--- config.mk ---
export PLATFORM = sky130hd
export DESIGN_NAME = note_seq_ctrl
export DESIGN_NICKNAME = d
export VERILOG_FILES = /design/src/rtl/note_seq_ctrl.sv
export SDC_FILE = /design/constraint.sdc
export NUM_CORES = 1
export LEC_CHECK = 0
export BUFFER_PORTS_ARGS = -buffer_cell sky130_fd_sc_hd__buf_2
export CORE_MARGIN = 3
export CORE_UTILIZATION = 35
export DETAILED_ROUTE_END_ITERATION = 16
export PLACE_DENSITY = 0.52
export SYNTH_ARGS = -nofsm -noshare
export SYNTH_HDL_FRONTEND = slang
export SYNTH_SLANG_ARGS = --single-unit
--- constraint.sdc ---
create_clock -name clk -period 3.06 [get_ports clk]
set_input_delay 0.459 -clock clk [delete_from_list [all_inputs] [get_ports clk]]
set_output_delay 0.459 -clock clk [all_outputs]
set_load 0.01 [all_outputs]
--- src/rtl/note_seq_ctrl.sv ---
// -----------------------------------------------------------------------------
// note_seq_ctrl
//   Keyboard-piano note scheduler. ASCII note letters arrive over a valid/ready
//   stream and are mapped to note indices:
//     c d e f g a b -> 0..6
//     C D E F G A B -> 7..13
//   Any other code completes the handshake but is dropped.
//   Accepted notes are queued in a small FIFO. Each one sounds for
//   NOTE_TICKS*TICK_DIV cycles and is followed by a silent gap of
//   GAP_TICKS*TICK_DIV cycles. When GAP_TICKS is 0 there is no gap state, and
//   queued notes follow each other with no silent cycle between them.
//
//   Optional feature macro: NOTE_SEQ_REPEAT_EN
//     When it is defined, the block has a repeat_en input. While repeat_en is
//     1, every popped note is pushed back onto the FIFO tail, so the melody
//     loops, and external input is blocked (in_ready = 0).
//
// Ports
//   clk       in   system clock; all state changes on the rising edge
//   rst_n     in   asynchronous reset, active low
//   in_valid  in   an ASCII letter is present on in_ascii
//   in_ascii  in   [7:0] ASCII letter
//   in_ready  out  letter accepted on an edge where in_valid && in_ready
//   stop      in   pulse: flush the queue and abort the current note
//   repeat_en in   loop playback (only with NOTE_SEQ_REPEAT_EN)
//   note      out  [3:0] index of the current or last played note
//   tone_on   out  1 while a note sounds
//   busy      out  state is PLAY or GAP, or the FIFO is non-empty
//   q_level   out  FIFO occupancy
// -----------------------------------------------------------------------------
module note_seq_ctrl #(
   parameter int unsigned DEPTH      = 4,
   parameter int unsigned TICK_DIV   = 100000,
   parameter int unsigned NOTE_TICKS = 250,
   parameter int unsigned GAP_TICKS  = 50
) (
   input  logic                     clk,
   input  logic                     rst_n,
   input  logic                     in_valid,
   input  logic [7:0]               in_ascii,
   output logic                     in_ready,
   input  logic                     stop,
`ifdef NOTE_SEQ_REPEAT_EN
   input  logic                     repeat_en,
`endif
   output logic [3:0]               note,
   output logic                     tone_on,
   output logic                     busy,
   output logic [$clog2(DEPTH):0]   q_level
);

   localparam int unsigned AW       = $clog2(DEPTH);
   localparam int unsigned LW       = AW + 1;
   localparam int unsigned NOTE_CYC = NOTE_TICKS * TICK_DIV;
   localparam int unsigned GAP_CYC  = GAP_TICKS * TICK_DIV;
   localparam int unsigned MAX_CYC  = (NOTE_CYC > GAP_CYC) ? NOTE_CYC : GAP_CYC;
   localparam int unsigned CW       = $clog2(MAX_CYC + 1);
   localparam bit          HAS_GAP  = (GAP_CYC > 0);

   // The counter holds "cycles left after this one", so it loads with N-1 and
   // the state ends on the edge where the counter reads 0.
   localparam logic [CW-1:0] NOTE_LOAD = CW'(NOTE_CYC - 1);
   localparam logic [CW-1:0] GAP_LOAD  = HAS_GAP ? CW'(GAP_CYC - 1) : '0;
   localparam logic [LW-1:0] FULL_LVL  = LW'(DEPTH);

   typedef enum logic [1:0] {
      S_IDLE = 2'd0,
      S_PLAY = 2'd1,
      S_GAP  = 2'd2
   } state_t;

   // ---------------------------------------------------------------------------
   // State
   // ---------------------------------------------------------------------------
   state_t          state_q, state_d;
   logic [CW-1:0]   dur_q,   dur_d;
   logic [3:0]      note_q,  note_d;
   logic            tone_q,  tone_d;
   logic [AW-1:0]   rd_ptr_q, rd_ptr_d;
   logic [AW-1:0]   wr_ptr_q, wr_ptr_d;
   logic [LW-1:0]   cnt_q,   cnt_d;
   logic [3:0]      mem_q [DEPTH];

   // ---------------------------------------------------------------------------
   // Configuration-dependent repeat control
   // ---------------------------------------------------------------------------
   logic repeat_on;
`ifdef NOTE_SEQ_REPEAT_EN
   assign repeat_on = repeat_en;
`else
   assign repeat_on = 1'b0;
`endif

   // ---------------------------------------------------------------------------
   // ASCII letter to note index
   // ---------------------------------------------------------------------------
   logic       code_ok;
   logic [3:0] code_idx;

   always_comb begin
      code_ok  = 1'b1;
      code_idx = 4'd0;
      unique case (in_ascii)
         8'd99:   code_idx = 4'd0;   // c
         8'd100:  code_idx = 4'd1;   // d
         8'd101:  code_idx = 4'd2;   // e
         8'd102:  code_idx = 4'd3;   // f
         8'd103:  code_idx = 4'd4;   // g
         8'd97:   code_idx = 4'd5;   // a
         8'd98:   code_idx = 4'd6;   // b
         8'd67:   code_idx = 4'd7;   // C
         8'd68:   code_idx = 4'd8;   // D
         8'd69:   code_idx = 4'd9;   // E
         8'd70:   code_idx = 4'd10;  // F
         8'd71:   code_idx = 4'd11;  // G
         8'd65:   code_idx = 4'd12;  // A
         8'd66:   code_idx = 4'd13;  // B
         default: code_ok  = 1'b0;
      endcase
   end

   // ---------------------------------------------------------------------------
   // FIFO status and handshake
   // ---------------------------------------------------------------------------
   logic       full, empty;
   logic [3:0] head;
   logic       ext_push, rep_push, push, pop;
   logic [3:0] push_data;

   assign full  = (cnt_q == FULL_LVL);
   assign empty = (cnt_q == '0);
   assign head  = mem_q[rd_ptr_q];

   // Ready is taken from the registered level only. A pop on the same edge
   // does not open a slot for the incoming letter.
   assign in_ready = !full && !repeat_on;

   // Unknown codes complete the handshake but are never written.
   assign ext_push = in_valid && in_ready && code_ok;

   // A looped note goes back onto the tail on the same edge it is popped.
   // External pushes are blocked while repeat is on, so the two never collide.
   assign rep_push  = pop && repeat_on;
   assign push      = ext_push || rep_push;
   assign push_data = rep_push ? head : code_idx;

   // ---------------------------------------------------------------------------
   // Sequencer next state
   // ---------------------------------------------------------------------------
   always_comb begin
      state_d = state_q;
      dur_d   = dur_q;
      note_d  = note_q;
      tone_d  = tone_q;
      pop     = 1'b0;

      unique case (state_q)
         S_IDLE: begin
            if (!empty) begin
               pop     = 1'b1;
               note_d  = head;
               tone_d  = 1'b1;
               dur_d   = NOTE_LOAD;
               state_d = S_PLAY;
            end
         end

         S_PLAY: begin
            if (dur_q != '0) begin
               dur_d = dur_q - 1'b1;
            end else if (HAS_GAP) begin
               tone_d  = 1'b0;
               dur_d   = GAP_LOAD;
               state_d = S_GAP;
            end else if (!empty) begin
               // No gap configured: the next note starts with tone_on still high.
               pop    = 1'b1;
               note_d = head;
               dur_d  = NOTE_LOAD;
            end else begin
               tone_d  = 1'b0;
               state_d = S_IDLE;
            end
         end

         S_GAP: begin
            if (dur_q != '0) begin
               dur_d = dur_q - 1'b1;
            end else if (!empty) begin
               pop     = 1'b1;
               note_d  = head;
               tone_d  = 1'b1;
               dur_d   = NOTE_LOAD;
               state_d = S_PLAY;
            end else begin
               state_d = S_IDLE;
            end
         end

         default: begin
            tone_d  = 1'b0;
            dur_d   = '0;
            state_d = S_IDLE;
         end
      endcase

      // Stop overrides everything. The note output keeps its last value.
      if (stop) begin
         pop     = 1'b0;
         tone_d  = 1'b0;
         dur_d   = '0;
         state_d = S_IDLE;
      end
   end

   // ---------------------------------------------------------------------------
   // FIFO pointer and level next state
   // ---------------------------------------------------------------------------
   always_comb begin
      rd_ptr_d = rd_ptr_q;
      wr_ptr_d = wr_ptr_q;
      cnt_d    = cnt_q;

      if (stop) begin
         rd_ptr_d = '0;
         wr_ptr_d = '0;
         cnt_d    = '0;
      end else begin
         // DEPTH is a power of 2, so the pointers wrap by plain overflow.
         if (push) wr_ptr_d = wr_ptr_q + 1'b1;
         if (pop)  rd_ptr_d = rd_ptr_q + 1'b1;
         unique case ({push, pop})
            2'b10:   cnt_d = cnt_q + 1'b1;
            2'b01:   cnt_d = cnt_q - 1'b1;
            default: cnt_d = cnt_q;
         endcase
      end
   end

   // ---------------------------------------------------------------------------
   // Registers
   // ---------------------------------------------------------------------------
   always_ff @(posedge clk or negedge rst_n) begin
      if (!rst_n) begin
         state_q  <= S_IDLE;
         dur_q    <= '0;
         note_q   <= 4'd0;
         tone_q   <= 1'b0;
         rd_ptr_q <= '0;
         wr_ptr_q <= '0;
         cnt_q    <= '0;
      end else begin
         state_q  <= state_d;
         dur_q    <= dur_d;
         note_q   <= note_d;
         tone_q   <= tone_d;
         rd_ptr_q <= rd_ptr_d;
         wr_ptr_q <= wr_ptr_d;
         cnt_q    <= cnt_d;
      end
   end

   // When the FIFO is full and repeat is on, the write slot is the slot being
   // read, and the same value is written back into it.
   always_ff @(posedge clk or negedge rst_n) begin
      if (!rst_n) begin
         for (int i = 0; i < DEPTH; i++) mem_q[i] <= 4'd0;
      end else if (push && !stop) begin
         mem_q[wr_ptr_q] <= push_data;
      end
   end

   // ---------------------------------------------------------------------------
   // Outputs
   // ---------------------------------------------------------------------------
   assign note    = note_q;
   assign tone_on = tone_q;
   assign q_level = cnt_q;
   assign busy    = (state_q != S_IDLE) || (cnt_q != '0);

endmodule

==> impl_metrics.tcl, run 1 <==
set metrics [dict create \
    status "finished, final reports clean" \
    r2r-start "dur_q[9]$_DFF_PN0_" \
    syn_nets 402 \
    cp.arrival_ns 2.96 \
    ys_warn_count 0 \
    seq_area_frac_synth 0.3898 \
    worstPathMaxFanout 6 \
    avgSynthCellArea_um2 9.195 \
    htreeDepth 2 \
    cts_tree "built" \
    die-height_um 106.4 \
    mostFrequentLayoutCells "55 x dfrtp_1, 39 x nor2_1, 29 x nand2_1" \
    clkSinkCount 55 \
    final_hold_viol_count 0 \
    yosys-top-cells-area "dfrtp_1 39%, mux2_2 5.7%, nor2_1 4.1%" \
    clk-insertion-delay-late_ns 0.32 \
    p_leak_uw 0.001695 \
    cp-startpoint "dur_q[9]$_DFF_PN0_" \
    drv_cap 0 \
    drt-total-wl_mm 9.689 \
    cts-buffers-inserted 5 \
    criticalPathCategory "register to register" \
    synth.top_cell.area_share 0.3898 \
    synth.distinct_cells 65 \
    worst_setup_path_end_kind "register" \
    wire_per_inst_um 17.98 \
    port_buffers 21 \
    relSlewSlack 0.5784 \
    synth_ff_type "dfrtp_1" \
    dr_total_vias 3168 \
    dr.pass1.iters 5 \
    layout.nets 423 \
    routabilityCongestion 0.9182 \
    start_kind "register" \
    grt_pass1_wl_mm 15.68 \
    synth_edf_count 0 \
    setup_slack_ns 0.2963 \
    grt_overflow 0 \
    setup_viol 0 \
    required_ns 3.26 \
    fmax_mhz 361.8 \
    ys_seq_elements 55 \
    dp_slack_ns 0.2400 \
    core-area_um2 9774 \
    ant_nets 0 \
    cts_buffer_depth 2 \
    fin_skew_ns 0.01702 \
    antennaDiodeCount 0 \
    vdd_drop_max_mv 0.3738 \
    grt_max_degree 41 \
    min_period_ns 2.764 \
    clk_pin_slew_ns 0.11 \
    synthToLayoutAreaGrowth_pct 12.19 \
    fin_crit_sh 0.9032 \
    grt_pass1_vias 2987 \
    track_usage 0.1737 \
    drive_gt1_frac 0.2044 \
    antenna_found_initial 0 \
    p_per_area_nw_per_um2 910.1 \
    ios 22 \
    via_per_inst 5.878 \
    rsz0062_at_grt "no" \
    slew_viol_final 0 \
    drc_errors 0 \
    drtIter0Drc 212 \
    cts-root-buf "clkbuf_8" \
    dieArea_um2 11330 \
    worst_pin_slew_ns 0.6266 \
    fin_tns_setup_ns 0 \
    async_flop_share 1.000 \
    num_rows 36 \
    hp-class "primary input to async pin" \
    initial_core_util 0.3612 \
    detailed_place_hpwl_mm 7.031 \
    final_common_cell "dfrtp_1" \
    yosysTopAreaCell "dfrtp_1" \
    dieWidth_um 106.4 \
    fill_cells 1012 \
    syn-cell-area_um2 3531 \
    syn-instance-count 384 \
]
[path summary, 6_finish.rpt]
path	endpoint	slack, ns	cells past startpoint
worst max-delay path	q_level[2]$_DFFE_PN0P_	0.30	10
worst min-delay path	dur_q[3]$_DFF_PN0_	0.05	1
worst max register to register	q_level[2]$_DFFE_PN0P_	0.30	10
worst min register to register	note[0]$_DFFE_PN0P_	0.50	1
max in group asynchronous	mem_q[8]$_DFFE_PN0P_	2.15	2
min in group clk	note[0]$_DFFE_PN0P_	0.50	1
[report_power, final]
part           internal (uW)  switching (uW)
sequential               878             217
combinational            774            1230
clock                    265             245
total                   1920            1690
[routing by layer]
| metal | wire length, um | part of all wire | global-route usage |
|---|---|---|---|
| met4 | 109 | 0.011 | 0.04201 |
| met2 | 4273 | 0.44 | 0.2674 |
| met5 | 0 | 0 | 0 |
| met1 | 4845 | 0.50 | 0.2552 |
| met3 | 460 | 0.047 | 0.02854 |
[cell type report]
type / instances / area (um^2) / area share
timing repair buffer: 39 / 240.2 / 0.06064
tap: 133 / 166.4 / 0.04201
sequential: 55 / 1376 / 0.3474
multi-input combinational: 294 / 2023 / 0.5107
inverter: 10 / 37.54 / 0.009476
clock buffer: 6 / 82.58 / 0.02085
clock inverter: 2 / 35.03 / 0.008844
[state kept, by name, summed over array words and instances (netlist names)]
signal,count
dur_q,25
mem_q,16
note,4
q_level,3
rd_ptr_q,2
state_q,2
tone_on,1
wr_ptr_q,2
[worst max-delay path: stages, from the launching register on]
cell      delay, ns
dfrtp_1        0.48
nor4_1         0.61
and4_1         0.35
a21o_1         0.15
nand2_1        0.07
nor3_1         0.24
fa_1           0.27
nand2_1        0.06
a211oi_1       0.19
o21ai_0        0.10
o311a_1        0.11
[stage by stage]
stage                     total power (uW)  utilization  hold slack (ns)  cell area [um^2]  instances
after global routing                  3887       0.4053          0.07732              3961        539
after CTS                             3568       0.4035          0.06286              3944        539
after floorplan                       2441            -           0.1634              3531        384
after global placement                3037       0.3914           0.4017              3826        531
after detailed placement              3042       0.3914           0.4107              3826        531
final                                 3605       0.4053          0.04598              3961        539
[cells in the mapped netlist, types with 3 or more instances]
library cell   n
a211oi_1      12
a21o_1         3
a21oi_1       25
a221oi_1       3
a22o_1         4
a31oi_1        8
a41oi_1        3
and3_1         4
clkbuf_1      20
dfrtp_1       55
ha_1           5
inv_1          9
mux2_1         6
mux2_2        18
mux2i_1        3
mux4_2         4
nand2_1       29
nand2b_1       3
nand3_1       13
nand4_1        6
nor2_1        39
nor2b_1        4
nor3_1        11
nor4_1         4
o211ai_1       3
o21a_1         4
o21ai_0       18
o21ai_1        4
o31ai_1        4
o32ai_1        3
or3_1          7
or4_1          3
xnor2_1        3
[what timing repair did]
item                       in CTS  in global routing
resized for setup               0                  3
setup buffers                   0                  0
setup endpoints to repair       0                  1
hold buffers                    0                  0
[logic make-up (layout without fill, tap and decap cells)]
logic type | Yosys count | in the layout | share of synthesized area
buffers and inverters | 35 | 57 | 0.04217
muxes | 31 | 31 | 0.1106
adders and majority gates | 6 | 6 | 0.02339
AOI/OAI and AO/OA | 114 | 114 | 0.2201
DFF | 55 | 55 | 0.3898
and+or+nand+nor | 138 | 138 | 0.2016
xor gates and xnor gates | 5 | 5 | 0.01240
No activity file was read; power rests on OpenSTA's default activity.
==> run 2, diff against run 1 <==
--- a/config.mk
+++ b/config.mk
@@ -6,6 +6,7 @@
 export NUM_CORES = 1
 export LEC_CHECK = 0
 export BUFFER_PORTS_ARGS = -buffer_cell sky130_fd_sc_hd__buf_2
+export CORE_ASPECT_RATIO = 0.8
 export CORE_MARGIN = 3
 export CORE_UTILIZATION = 35
 export DETAILED_ROUTE_END_ITERATION = 16
@@ -13,3 +14,4 @@
 export SYNTH_ARGS = -nofsm -noshare
 export SYNTH_HDL_FRONTEND = slang
 export SYNTH_SLANG_ARGS = --single-unit
+export TNS_END_PERCENT = 5
==> run 2 against run 1 <==
Setup slack better by 0.027 ns. Critical endpoint unchanged. Via count is 1.0% lower. Cell count rose by 0.56%. Utilization is 0.43 points higher. Sequential power about the same.
==> impl_metrics.tcl, run 2 (synthesis results as in run 1) <==
set metrics [dict create \
    status "finished, final reports clean" \
    fmax_mhz 365.5 \
    hp-class "primary input to async pin" \
    die-height_um 95.84 \
    grt_max_degree 56 \
    rrSetupSlack_ns 0.32 \
    holdWs_ns 0.2868 \
    wire_per_inst_um 18.61 \
    htreeDepth 2 \
    core-area_um2 9729 \
    detailed_place_hpwl_mm 7.093 \
    drtIter0Drc 265 \
    post_cts_buffers 0 \
    final_hold_viol_count 0 \
    fin_crit_sh 0.8942 \
    pwr-share-seq 0.300 \
    min_period_ns 2.736 \
    port_buffers 21 \
    worstPathMaxFanout 7 \
    timing.rr.end "q_level[2]$_DFFE_PN0P_" \
    routabilityCongestion 0.8995 \
    p_int_uw 1951 \
    crit_top_cell "nand2_1" \
    postCtsResizedCells 0 \
    power_switching_uw 1736 \
    r2r-start "dur_q[14]$_DFF_PN0_" \
    cts-buffers-inserted 5 \
    grt_overflow 0 \
    top_register "dur_q" \
    rsz0062_at_grt "no" \
    cts_tree "built" \
    holdBufCountCts 0 \
    p_per_area_nw_per_um2 925.0 \
    cts_buffer_depth 2 \
    ant_nets 0 \
    initial_core_util 0.3629 \
    cts-root-buf "clkbuf_16" \
    grt_pass1_wl_mm 16.33 \
    critPathSlowestCell "or4_4" \
    clkSinkCount 55 \
    clk_pin_slew_ns 0.08 \
    drv_cap 0 \
    dieWidth_um 118.3 \
    relSlewSlack 0.5047 \
    via_per_inst 5.784 \
    vdd_drop_max_mv 0.4490 \
    setup_viol 0 \
    busiest_layer "met1" \
    cpPeakStageDelay_ns 0.60 \
    criticalPathCategory "register to register" \
    swShare 0.4709 \
    p_leak_uw 0.001700 \
    grt_pass1_vias 2978 \
    cp.arrival_ns 2.91 \
    drc_errors 0 \
    mostFrequentLayoutCells "55 x dfrtp_1, 39 x nor2_1, 29 x nand2_1" \
    antennaDiodeCount 0 \
    dr.pass1.iters 5 \
    dieArea_um2 11340 \
    ios 22 \
    dr_total_vias 3135 \
    cp_cell_sequence "or4_4, nor4b_2, a21o_1, nand2_1, nor3_1, fa_1, nand2_1, a211oi_1, o21ai_0, o311a_1" \
    layout.nets 423 \
    largest_reg_flops 25 \
    antenna_found_initial 0 \
    required_ns 3.24 \
    num_rows 32 \
    p_comb_frac 0.536 \
    met2_usage 0.2710 \
    track_usage 0.1818 \
    worst_pin_slew_ns 0.7373 \
    slew_viol_final 0 \
    clkPwrFrac 0.165 \
    gr-usage-met3 0.03819 \
    final_common_cell "dfrtp_1" \
    rr_worst_depth 10 \
    clk-insertion-delay-late_ns 0.30 \
    drive_gt1_frac 0.2020 \
    drt-total-wl_mm 10.09 \
    grt_util_met1 0.2730 \
    worst_setup_path_end_kind "register" \
    start_kind "register" \
    synthToLayoutAreaGrowth_pct 12.86 \
    fin_tns_setup_ns 0 \
    fin_skew_ns 0.01243 \
]
[run 2: changes by cell type in the layout (fill, tap and decap cells not counted), sizes merged]
cell | previous run | this run
bufinv | 1 | 0
inv | 9 | 11
clkbuf | 6 | 5
[run 2: cell type report]
type	instances	area, um^2
flip-flops and latches	55	1376
multi-input cells	294	2009
clock inverters	3	26.28
inverters	10	37.54
repair buffers	39	240.2
well taps	136	170.2
fillers	955	5744
clock buffers	5	125.1
[run 2: worst max-delay path, delay by kind of cell (launching register included)]
| family | cells | cell delay, ns |
|---|---|---|
| AOI/OAI and AO/OA | 4 | 0.62 |
| adders and majority gates | 1 | 0.27 |
| DFF | 1 | 0.41 |
| and+or+nand+nor | 5 | 1.30 |
[run 2: how the worst max path moves through the flow]
stage,start,endpoint,slack (ns)
2_1_floorplan,dur_q[14]$_DFF_PN0_,q_level[2]$_DFFE_PN0P_,0.17
3_3_place_gp,dur_q[14]$_DFF_PN0_,q_level[2]$_DFFE_PN0P_,0.32
3_5_place_dp,dur_q[14]$_DFF_PN0_,q_level[2]$_DFFE_PN0P_,0.26
4_1_cts,dur_q[14]$_DFF_PN0_,q_level[2]$_DFFE_PN0P_,0.23
5_1_grt,dur_q[0]$_DFF_PN0_,q_level[2]$_DFFE_PN0P_,0.07
6_report,dur_q[14]$_DFF_PN0_,q_level[2]$_DFFE_PN0P_,0.32
[run 2: layer usage]
layer | routed length [um] | up-vias
li1 | - | 1496
met1 | 4916 | 1505
met2 | 4317 | 127
met3 | 784 | 7
met4 | 67 | 0
met5 | 0 | -
[run 2: through the flow]
stage	cell area (um^2)	power, uW	cells	setup WS, ns	util
after floorplan	3531	2441	384	0.1748	-
after global placement	3830	3046	534	0.3247	0.3936
after detailed placement	3830	3043	534	0.2602	0.3936
after CTS	3981	3662	542	0.2262	0.4092
after global routing	3985	3953	542	0.07190	0.4096
final	3985	3686	542	0.3237	0.4096
[run 2: power groups by stage]
stage	Combinational [uW]	Sequential, uW	Clock (uW)
final	1980	1100	606
after global routing	2170	1140	645
after CTS	1940	1100	624
after detailed placement	1930	1110	0
after global placement	1930	1110	0
after floorplan	1410	1030	0
==> run 3, diff against run 2 <==
==> constraint.sdc (replaced) <==
create_clock -name clk -period 3.06 [get_ports clk]
set_input_delay 0.612 -clock clk [delete_from_list [all_inputs] [get_ports clk]]
set_output_delay 0.612 -clock clk [all_outputs]
set_load 0.01 [all_outputs]
==> run 3 against run 2 <==
Clock skew down 0.0050 ns. Clock power down 4.6%. Cell area up 0.60%. Maximum frequency down 0.93%. Utilization up 0.24 points. Critical path type unchanged. Highest routed layer unchanged.
==> impl_metrics.tcl, run 3 (synthesis results as in run 1) <==
set metrics [dict create \
    synthToLayoutAreaGrowth_pct 13.54 \
    fin_crit_sh 0.9027 \
    setup_viol 0 \
    gr-usage-met3 0.02761 \
    postCtsResizedCells 0 \
    dpl.cell_count 538 \
    drive_gt1_frac 0.2098 \
    track_usage 0.1904 \
    antennaDiodeCount 0 \
    dr_total_vias 3238 \
    fin_tns_setup_ns 0 \
    wire_per_inst_um 19.11 \
    grt_pass1_vias 3019 \
    drc_errors 0 \
    grt_overflow 0 \
    mostFrequentLayoutCells "55 x dfrtp_1, 39 x nor2_1, 29 x nand2_1" \
    clkSinkCount 55 \
    routabilityCongestion 0.9035 \
    status "finished, final reports clean" \
    num_rows 32 \
    grt_util_met1 0.2932 \
    required_ns 3.24 \
    htreeDepth 2 \
    vdd_drop_max_mv 0.5154 \
    rsz0062_at_grt "no" \
    core-area_um2 9729 \
    initial_core_util 0.3629 \
    die-height_um 95.84 \
    cts-root-buf "clkbuf_16" \
    busiest_layer "met1" \
    dieWidth_um 118.3 \
    start_kind "register" \
    drv_cap 0 \
    grt_max_degree 29 \
    cts_tree "built" \
    stdcell_count 546 \
    largest_reg_flops 25 \
    holdBufCountCts 0 \
    relSlewSlack 0.5414 \
    fill_cells 1005 \
    post_cts_buffers 0 \
    worst_pin_slew_ns 0.6880 \
    slew_viol_final 0 \
    detailed_place_hpwl_mm 7.491 \
    cp.arrival_ns 2.94 \
    min_period_ns 2.762 \
    worstPathMaxFanout 4 \
    top_register "dur_q" \
    multi_input_area_um2 2009 \
    cts-buffers-inserted 5 \
    criticalPathCategory "register to register" \
    layout.nets 427 \
    fin_skew_ns 0.007429 \
    clk_pin_slew_ns 0.08 \
    met2_usage 0.2820 \
    antenna_found_initial 0 \
    regArea_um2 1376 \
    clk-insertion-delay-late_ns 0.30 \
    drtIter0Drc 300 \
    cts_buffer_depth 2 \
    via_per_inst 5.930 \
    ios 22 \
    final_hold_viol_count 0 \
    final_common_cell "dfrtp_1" \
    p_leak_uw 0.001711 \
    rr_worst_depth 12 \
    port_buffers 21 \
    ant_nets 0 \
    drt-total-wl_mm 10.44 \
    worst_setup_path_end_kind "register" \
    fmax_mhz 362.0 \
    hp-class "primary input to async pin" \
    dieArea_um2 11340 \
    p_per_area_nw_per_um2 924.9 \
    utilization 0.4120 \
    dr.pass1.iters 5 \
    grt_pass1_wl_mm 16.99 \
]
[run 3: cell types whose count changed in the layout (fill, tap and decap cells not counted)]
cell        before  now
buf_4           18   22
clkinvlp_4       0    2
inv_6            2    0
clkinv_4         1    0
clkinv_2         0    1
[run 3: final timing paths]
check | from | endpoint | slack [ns]
min in group clk | note[3]$_DFFE_PN0P_ | note[3]$_DFFE_PN0P_ | 0.49
max in group asynchronous | rst_n | q_level[0]$_DFFE_PN0P_ | 2.01
worst max register to register | dur_q[0]$_DFF_PN0_ | q_level[2]$_DFFE_PN0P_ | 0.30
worst max-delay path | dur_q[0]$_DFF_PN0_ | q_level[2]$_DFFE_PN0P_ | 0.30
worst min-delay path | rst_n | dur_q[6]$_DFF_PN0_ | 0.34
worst min register to register | note[3]$_DFFE_PN0P_ | note[3]$_DFFE_PN0P_ | 0.49
[run 3: power breakdown]
group | internal [uW] | leakage (uW) | switching, uW
clock network | 303 | 0.0000658 | 275
logic | 788 | 0.000899 | 1230
registers | 879 | 0.000745 | 234
[run 3: final cells by class]
cell class,count,share of cell area
repair buffers,43,0.06742
clock inverters,3,0.004994
flip-flops and latches,55,0.3433
clock buffers,5,0.03121
inverters,10,0.009363
multi-input cells,294,0.5012
well taps,136,0.04245
[run 3: routing by layer]
| layer | vias up | wire length [um] |
|---|---|---|
| li1 | 1501 | - |
| met3 | 10 | 665 |
| met5 | - | 0 |
| met2 | 118 | 4444 |
| met4 | 0 | 102 |
| met1 | 1609 | 5224 |
[run 3: critical path, stage by stage (launching register included)]
cell	delay, ns
dfrtp_1	0.40
inv_1	0.13
ha_1	0.23
nor3b_1	0.31
and4_1	0.32
a21o_1	0.15
nand2_1	0.07
nor3_1	0.23
fa_1	0.28
nand2_1	0.08
a211oi_1	0.22
o21ai_0	0.11
o311a_1	0.11
[run 3: through the flow]
step | total power [uW] | instance area, um^2 | hold WS, ns | setup WS (ns)
after detailed placement | 3090 | 3860 | 0.4776 | 0.2075
after global routing | 3989 | 4009 | 0.4017 | 0.01983
after CTS | 3682 | 4005 | 0.3694 | 0.1657
after floorplan | 2441 | 3531 | 0.3164 | 0.1748
after global placement | 3092 | 3860 | 0.4757 | 0.3099
final | 3708 | 4009 | 0.3400 | 0.2979
